### src/rtl/instr_fetch_decode_pkg.sv
// Shared widths and decode payload types for the PDP-8 style fetch/decode unit.
package instr_fetch_decode_pkg;

    localparam int unsigned ADDR_WIDTH     = 12;
    localparam int unsigned DATA_WIDTH     = 12;
    localparam int unsigned MEM_ADDR_WIDTH = 9;

    typedef struct packed {
        logic                      AND;
        logic                      TAD;
        logic                      ISZ;
        logic                      DCA;
        logic                      JMS;
        logic                      JMP;
        logic                      NOP;
        logic [MEM_ADDR_WIDTH-1:0] mem_inst_addr;
    } pdp_mem_opcode_s;

    typedef struct packed {
        logic NOP;
        logic IAC;
        logic RAL;
        logic RTL;
        logic RAR;
        logic RTR;
        logic CML;
        logic CMA;
        logic CIA;
        logic CLL;
        logic CLA1;
        logic CLA_CLL;
        logic HLT;
        logic OSR;
        logic SKP;
        logic SNL;
        logic SZL;
        logic SZA;
        logic SNA;
        logic SMA;
        logic SPA;
        logic CLA2;
    } pdp_op7_opcode_s;

endpackage

### src/rtl/instr_fetch_decode.sv
// Instruction fetch and decode: one memory read per instruction, decoded into
// one-hot memory-reference / operate flag structs, handshaken by stall.
module instr_fetch_decode
    import instr_fetch_decode_pkg::*;
#(
    parameter logic [ADDR_WIDTH-1:0] START_ADDR = 12'o200
) (
    input  logic                  clk,
    input  logic                  reset_n,
    input  logic                  stall,
    input  logic [ADDR_WIDTH-1:0] PC_value,
    output logic                  ifu_rd_req,
    output logic [ADDR_WIDTH-1:0] ifu_rd_addr,
    input  logic [DATA_WIDTH-1:0] ifu_rd_data,
    output logic [ADDR_WIDTH-1:0] base_addr,
    output pdp_mem_opcode_s       pdp_mem_opcode,
    output pdp_op7_opcode_s       pdp_op7_opcode
);

    typedef enum logic [2:0] {
        IDLE          = 3'd0,
        SEND_REQ      = 3'd1,
        DATA_RCV      = 3'd2,
        DECODE        = 3'd3,
        WAIT_STALL_HI = 3'd4,
        WAIT_STALL_LO = 3'd5
    } state_e;

    state_e                state_q, state_d;
    logic [ADDR_WIDTH-1:0] fetch_addr_q, fetch_addr_d;
    logic                  req_q, req_d;
    logic [DATA_WIDTH-1:0] ir_q, ir_d;
    pdp_mem_opcode_s       mem_op_q, mem_op_d;
    pdp_op7_opcode_s       op7_op_q, op7_op_d;

    pdp_mem_opcode_s       mem_dec;
    pdp_op7_opcode_s       op7_dec;

    // Instruction decode; unlisted operate encodings collapse to NOP
    always_comb begin
        mem_dec = '0;
        op7_dec = '0;
        case (ir_q[11:9])
            3'd0: mem_dec.AND = 1'b1;
            3'd1: mem_dec.TAD = 1'b1;
            3'd2: mem_dec.ISZ = 1'b1;
            3'd3: mem_dec.DCA = 1'b1;
            3'd4: mem_dec.JMS = 1'b1;
            3'd5: mem_dec.JMP = 1'b1;
            3'd6: mem_dec.NOP = 1'b1;
            default: begin
                case (ir_q)
                    12'o7001: op7_dec.IAC     = 1'b1;
                    12'o7004: op7_dec.RAL     = 1'b1;
                    12'o7006: op7_dec.RTL     = 1'b1;
                    12'o7010: op7_dec.RAR     = 1'b1;
                    12'o7012: op7_dec.RTR     = 1'b1;
                    12'o7020: op7_dec.CML     = 1'b1;
                    12'o7040: op7_dec.CMA     = 1'b1;
                    12'o7041: op7_dec.CIA     = 1'b1;
                    12'o7100: op7_dec.CLL     = 1'b1;
                    12'o7200: op7_dec.CLA1    = 1'b1;
                    12'o7300: op7_dec.CLA_CLL = 1'b1;
                    12'o7402: op7_dec.HLT     = 1'b1;
                    12'o7404: op7_dec.OSR     = 1'b1;
                    12'o7410: op7_dec.SKP     = 1'b1;
                    12'o7420: op7_dec.SNL     = 1'b1;
                    12'o7430: op7_dec.SZL     = 1'b1;
                    12'o7440: op7_dec.SZA     = 1'b1;
                    12'o7450: op7_dec.SNA     = 1'b1;
                    12'o7500: op7_dec.SMA     = 1'b1;
                    12'o7510: op7_dec.SPA     = 1'b1;
                    12'o7600: op7_dec.CLA2    = 1'b1;
                    default:  op7_dec.NOP     = 1'b1;
                endcase
            end
        endcase
        if (ir_q[11:9] < 3'd6) begin
            mem_dec.mem_inst_addr = ir_q[8:0];
        end
    end

    // Fetch sequencing; the request flop is set on entry to SEND_REQ
    always_comb begin
        state_d      = state_q;
        fetch_addr_d = fetch_addr_q;
        req_d        = 1'b0;
        ir_d         = ir_q;
        mem_op_d     = mem_op_q;
        op7_op_d     = op7_op_q;
        case (state_q)
            IDLE: begin
                fetch_addr_d = START_ADDR;
                req_d        = 1'b1;
                state_d      = SEND_REQ;
            end
            SEND_REQ: begin
                state_d = DATA_RCV;
            end
            DATA_RCV: begin
                ir_d    = ifu_rd_data;
                state_d = DECODE;
            end
            DECODE: begin
                mem_op_d = mem_dec;
                op7_op_d = op7_dec;
                state_d  = WAIT_STALL_HI;
            end
            WAIT_STALL_HI: begin
                if (stall) begin
                    state_d = WAIT_STALL_LO;
                end
            end
            WAIT_STALL_LO: begin
                if (!stall) begin
                    fetch_addr_d = PC_value;
                    req_d        = 1'b1;
                    state_d      = SEND_REQ;
                end
            end
            default: begin
                state_d = IDLE;
            end
        endcase
    end

    always_ff @(posedge clk or negedge reset_n) begin
        if (!reset_n) begin
            state_q      <= IDLE;
            fetch_addr_q <= '0;
            req_q        <= 1'b0;
            ir_q         <= '0;
            mem_op_q     <= '0;
            op7_op_q     <= '0;
        end else begin
            state_q      <= state_d;
            fetch_addr_q <= fetch_addr_d;
            req_q        <= req_d;
            ir_q         <= ir_d;
            mem_op_q     <= mem_op_d;
            op7_op_q     <= op7_op_d;
        end
    end

    assign ifu_rd_req     = req_q;
    assign ifu_rd_addr    = fetch_addr_q;
    assign base_addr      = START_ADDR;
    assign pdp_mem_opcode = mem_op_q;
    assign pdp_op7_opcode = op7_op_q;

endmodule

### config.mk
export PLATFORM = sky130hd
export DESIGN_NAME = instr_fetch_decode
export DESIGN_NICKNAME = d
export VERILOG_FILES = /design/src/rtl/instr_fetch_decode_pkg.sv /design/src/rtl/instr_fetch_decode.sv
export SDC_FILE = /design/constraint.sdc
export NUM_CORES = 1
export LEC_CHECK = 0
export CAP_MARGIN = 20
export CORE_MARGIN = 2
export CORE_UTILIZATION = 53
export CTS_BUF_LIST = sky130_fd_sc_hd__clkbuf_2 sky130_fd_sc_hd__clkbuf_4 sky130_fd_sc_hd__clkbuf_8
export CTS_CLUSTER_SIZE = 14
export DETAILED_ROUTE_END_ITERATION = 16
export PLACE_DENSITY = 0.88
export SETUP_SLACK_MARGIN = 0.5
export SYNTH_ARGS = -nofsm -noshare
export SYNTH_HDL_FRONTEND = slang
export SYNTH_SLANG_ARGS = --single-unit
### constraint.sdc
create_clock -name clk -period 4.5 [get_ports clk]
set_clock_uncertainty 0.05 [all_clocks]
set_input_delay 1.35 -clock clk [delete_from_list [all_inputs] [get_ports clk]]
set_output_delay 1.35 -clock clk [all_outputs]
set_load 0.01 [all_outputs]
======== Yosys cells after proc, flatten, opt, wreduce, memory -nomap -nowiden ========
Cells that the tools add are included.
cells by class
  magnitude comparators ................... 1
  eq/ne operators ......................... 34
  mux-type cells .......................... 38
  reduce and logical (&&, ||, !) cells .... 7
operators with widths
  operator                                       number
  == test 12 bit, second input constant          21
  2-to-1 mux 1 bit                               30
  one-hot mux 12 bit (2 select lines)            1
  2-to-1 mux 22 bit                              1
  OR reduction 21 bit                            1
  one-hot mux 3 bit (6 select lines)             1
  == test 3 bit, second input constant           5
  == test 3 x 2 -> 1 bit, second input constant  4
  2-to-1 mux 12 bit                              1
  2-to-1 mux 9 bit                               1
  OR reduction 7 bit                             1
  == test 3 x 1 -> 1 bit, second input constant  2
  logical NOT 3 bit                              2
  2-to-1 mux 3 bit                               2
  inequality test 2 bit, second input constant   2
  AND reduction 2 bit                            2
  < comparator 3 bit, second input constant      1
  one-hot mux 1 bit (2 select lines)             1
  nonzero test 2 bit                             1
word-level totals
  bits in registers ....................... 66
  output and inout bits ................... 63
  word-level logic and storage cells ...... 114

======== Depth between registers and ports, before layout ========
  word-level depth ........................ 4
  gate-level depth with buffers ........... 6

======== Worst setup path before layout ========
No wires, ideal clock.
  path type ............................... in2reg
  start ................................... input port stall
  end ..................................... register fetch_addr_q[10] (netlist: ifu_rd_addr[10])
  arrival time ............................ 2.055 ns
  required time ........................... 4.323 ns
  slack ................................... 2.268 ns
  stages on the path ...................... 4
  buffers on the path ..................... 1
  path through ............................ and3b_1 > o21bai_1 > buf_2 > o21ai_0
on the way
  word-level cells in the longest chain between the ends .. 2
RTL lines
  item                             RTL line                   text
  start: declaration               instr_fetch_decode.sv:10   input logic stall,
  inequality test 2 bit (no line)  -
  AND reduction 2 bit (no line)    -
  end signal: assignment           instr_fetch_decode.sv:137  fetch_addr_q <= fetch_addr_d;
  end: declaration                 instr_fetch_decode.sv:30   logic [ADDR_WIDTH-1:0] fetch_addr_q, fetch_addr_d;
No other way between the ends.
A chain may end at the register's enable or synchronous reset.

======== Final worst setup path ========
  start ................................... register fetch_addr_q[9] (netlist: ifu_rd_addr[9])
  end ..................................... output port ifu_rd_addr[9]
RTL lines
  item              RTL line                  text
  end: declaration  instr_fetch_decode.sv:13  output logic [ADDR_WIDTH-1:0] ifu_rd_addr,
No word-level cell between the ends.

==> flow_metrics.tcl <==
set metrics [dict create \
    numCtsBuffers 9 \
    grt_pass1_vias 2265 \
    start_kind "flop" \
    layout-drive-gt1-share_pct 7.91 \
    arrival_ns 1.28 \
    syn-mean-instance-area_um2 9.46 \
    ys_ff_latch 66 \
    cpLargestDelayFamily "buffers and inverters" \
    required_ns 3.10 \
    fin_crit_ns 2.68 \
    crit_type "flop to primary output" \
    synth_xor_area_share_pct 1.15 \
    hold_viol_final 0 \
    wl_per_cell_um 14.6 \
    slowest_delay_ns 0.57 \
    synthSimpleGateAreaFrac_pct 21.4 \
    die_h_um 79.7 \
    area_delta_synth_final_pct 30.2 \
    synth_cell_types 43 \
    die_width_um 79.7 \
    nets 414 \
    yosysSeqAreaShare_pct 54.4 \
    synth_top_family_by_area "simple AND/OR/NAND/NOR gates" \
    grt_setup_unrepaired "no" \
    port_buffers 77 \
    antenna_cells 0 \
    drtIter0Drc 219 \
    fmax_ghz 0.373 \
    min_from "pdp_op7_opcode[1]" \
    cts.path.max_buffers 2 \
    grt.overflow.total 0 \
    r2r-start "state_q[2]" \
    drc 0 \
    cap_violations 0 \
    min_path_type "flop to flop" \
    cts_root_buf "clkbuf_8" \
    io_pins 90 \
    holdWs_ns 0.426 \
    htreeDepth 3 \
    leakagePower_nw 1.65 \
    cts_setup_buffers 0 \
    crit_start "ifu_rd_addr[9]" \
    muxShareOfSynthArea_pct 2.60 \
    status "completed" \
    grt.total_usage_pct 23.0 \
    yosys_warnings 0 \
    cp_cell_sequence "clkdlybuf4s50_1" \
    cp_slowest_cell "clkdlybuf4s50_1" \
    antenna_found_initial 0 \
    total_power_mw 2.30 \
    synthAdderAreaFrac_pct 0 \
    ir_worst_vdd_mv 0.381 \
    syn_inst 321 \
    powerDensity_nw_per_um2 581 \
    clock_sinks 66 \
    clk_latency_ns 0.34 \
    cts_hold_buf 0 \
    final_max_slew_viol_count 0 \
    path_clk_slew_ns 0.07 \
    initial_core_util_pct 55.1 \
    fin_setup_tns_ns 0 \
    fillers 392 \
    drt_wl_total_mm 6.77 \
    cts.repair.resized 0 \
    cp-end-kind "primary output" \
    post-route-period-util_pct 59.5 \
    tightest_slew_ns 0.945 \
    rows 27 \
    fin_ws_ns 1.82 \
    die_area_um2 6350 \
    cp_max_fo 2 \
    ant_nets 0 \
    dr.pass1.iters 4 \
    coreArea_um2 5510 \
    vias_per_cell 5.34 \
    syn_area_um2 3040 \
    cts_tree "done" \
    place_hpwl_mm 4.84 \
    grt_start_max_net_pins 47 \
    setup_violations 0 \
    vias 2479 \
    synth_compound_area_share_pct 13.1 \
    gp_congestion 0.922 \
    pre_cts_ws_ns 1.78 \
    grt_pass1_wl_mm 11.2 \
    worst-path-buf-inv 1 \
    relSlewSlack_pct 37.0 \
]
logic make-up after synthesis:
family                    Yosys count
AOI/OAI and AO/OA                  66
other                               2
DFF                                66
buffers and inverters              41
muxes                               7
and+or+nand+nor                   135
xor gates and xnor gates            4
path summary, 6_finish.rpt:
path                                      end  slack (ns)  cells after the start
hold / removal              pdp_op7_opcode[1]        0.43                      2
setup / recovery               ifu_rd_addr[9]        1.82                      1
hold reg to reg             pdp_op7_opcode[1]        0.43                      2
min in group asynchronous          state_q[2]        1.10                      1
max in group asynchronous             ir_q[6]        2.46                      2
setup reg to reg           pdp_op7_opcode[16]        2.52                      3
placed cells by master, fill, tap and decap left out, drive strengths merged, types with 2 or more instances in the layout:
cell	instances
o21ai	46
and3b	2
clkdlybuf4s50	76
buf	4
clkinvlp	3
nand4	3
conb	12
clkbuf	13
inv	6
o31ai	6
o2111ai	2
xor2	2
nand3	4
xnor2	2
nor3b	3
nor4	3
mux2	7
nand4b	3
nor2b	2
nand3b	4
nor2	12
dfrtp	66
o41ai	6
nand2	90
area by class of cell:
cell class	count	area (µm²)	share of cell area (%)
clock inverter	3	22.5	0.570
timing repair buffer	80	788	19.9
inverter	6	22.5	0.570
multi-input combinational	224	1210	30.5
sequential	66	1650	41.8
clock buffer	13	173	4.37
tap	72	90.1	2.28
power by group:
part / total, mW / internal [mW] / switching, mW / leakage [nW]
logic: 0.810 / 0.394 / 0.416 / 0.684
clock network: 0.471 / 0.251 / 0.219 / 0.0913
registers: 1.02 / 0.759 / 0.257 / 0.873
total: 2.30 / 1.40 / 0.893 / 1.65
metal layers:
metal  vias up  wire [µm]  GRT usage (%)
li1       1197          -              -
met1      1158       2790           31.4
met2       113       3370           35.9
met3        11        476           3.96
met4         0        130           11.0
met5         -          0              0
registers in the layout, indices dropped and copies added (netlist names):
signal and count:
ifu_rd_req 1, pdp_op7_opcode 22, ir_q 12, pdp_mem_opcode 16
state_q 3, ifu_rd_addr 12
cells in the mapped netlist:
cell type / instances / area (µm²)
nand3_1: 4 / 20.0
a311o_1: 1 / 10.0
nor2_1: 12 / 45.0
xnor2_1: 2 / 17.5
a21boi_1: 1 / 7.51
mux2_2: 7 / 78.8
or3b_1: 1 / 8.76
nor4b_2: 1 / 15.0
nor3b_1: 2 / 15.0
and4_1: 1 / 8.76
nor4_4: 1 / 21.3
and3b_1: 2 / 17.5
conb_1: 2 / 7.51
nor2b_1: 2 / 12.5
clkbuf_1: 14 / 52.6
nand3b_1: 4 / 30.0
o2111ai_1: 2 / 17.5
a22oi_1: 1 / 7.51
o31ai_1: 6 / 45.0
or4b_1: 1 / 10.0
o41ai_1: 5 / 43.8
o21bai_1: 1 / 7.51
nand2_1: 90 / 338
buf_4: 12 / 90.1
dfrtp_1: 66 / 1650
o41ai_2: 1 / 16.3
nand4b_1: 3 / 26.3
and4b_1: 1 / 10.0
nor3_1: 1 / 5.00
o21ai_0: 43 / 215
nor4_1: 2 / 12.5
nor3b_2: 1 / 12.5
nand2b_1: 1 / 6.26
o22ai_1: 1 / 6.26
buf_2: 8 / 40.0
inv_1: 6 / 22.5
nand4_1: 3 / 18.8
a21oi_1: 1 / 5.00
or3_1: 1 / 6.26
or4bb_1: 1 / 11.3
xor2_1: 2 / 17.5
o21ai_1: 3 / 15.0
buf_6: 1 / 11.3
through the flow:
step           area, µm²  std cells  util (%)
6_report            3950        464      71.8
5_1_grt             3950        464      71.8
4_1_cts             3950        464      71.8
3_5_place_dp        3760        448      68.3
3_3_place_gp        3760        448      68.3
2_1_floorplan       3070        331         -
(Power assumes the default switching activity.)
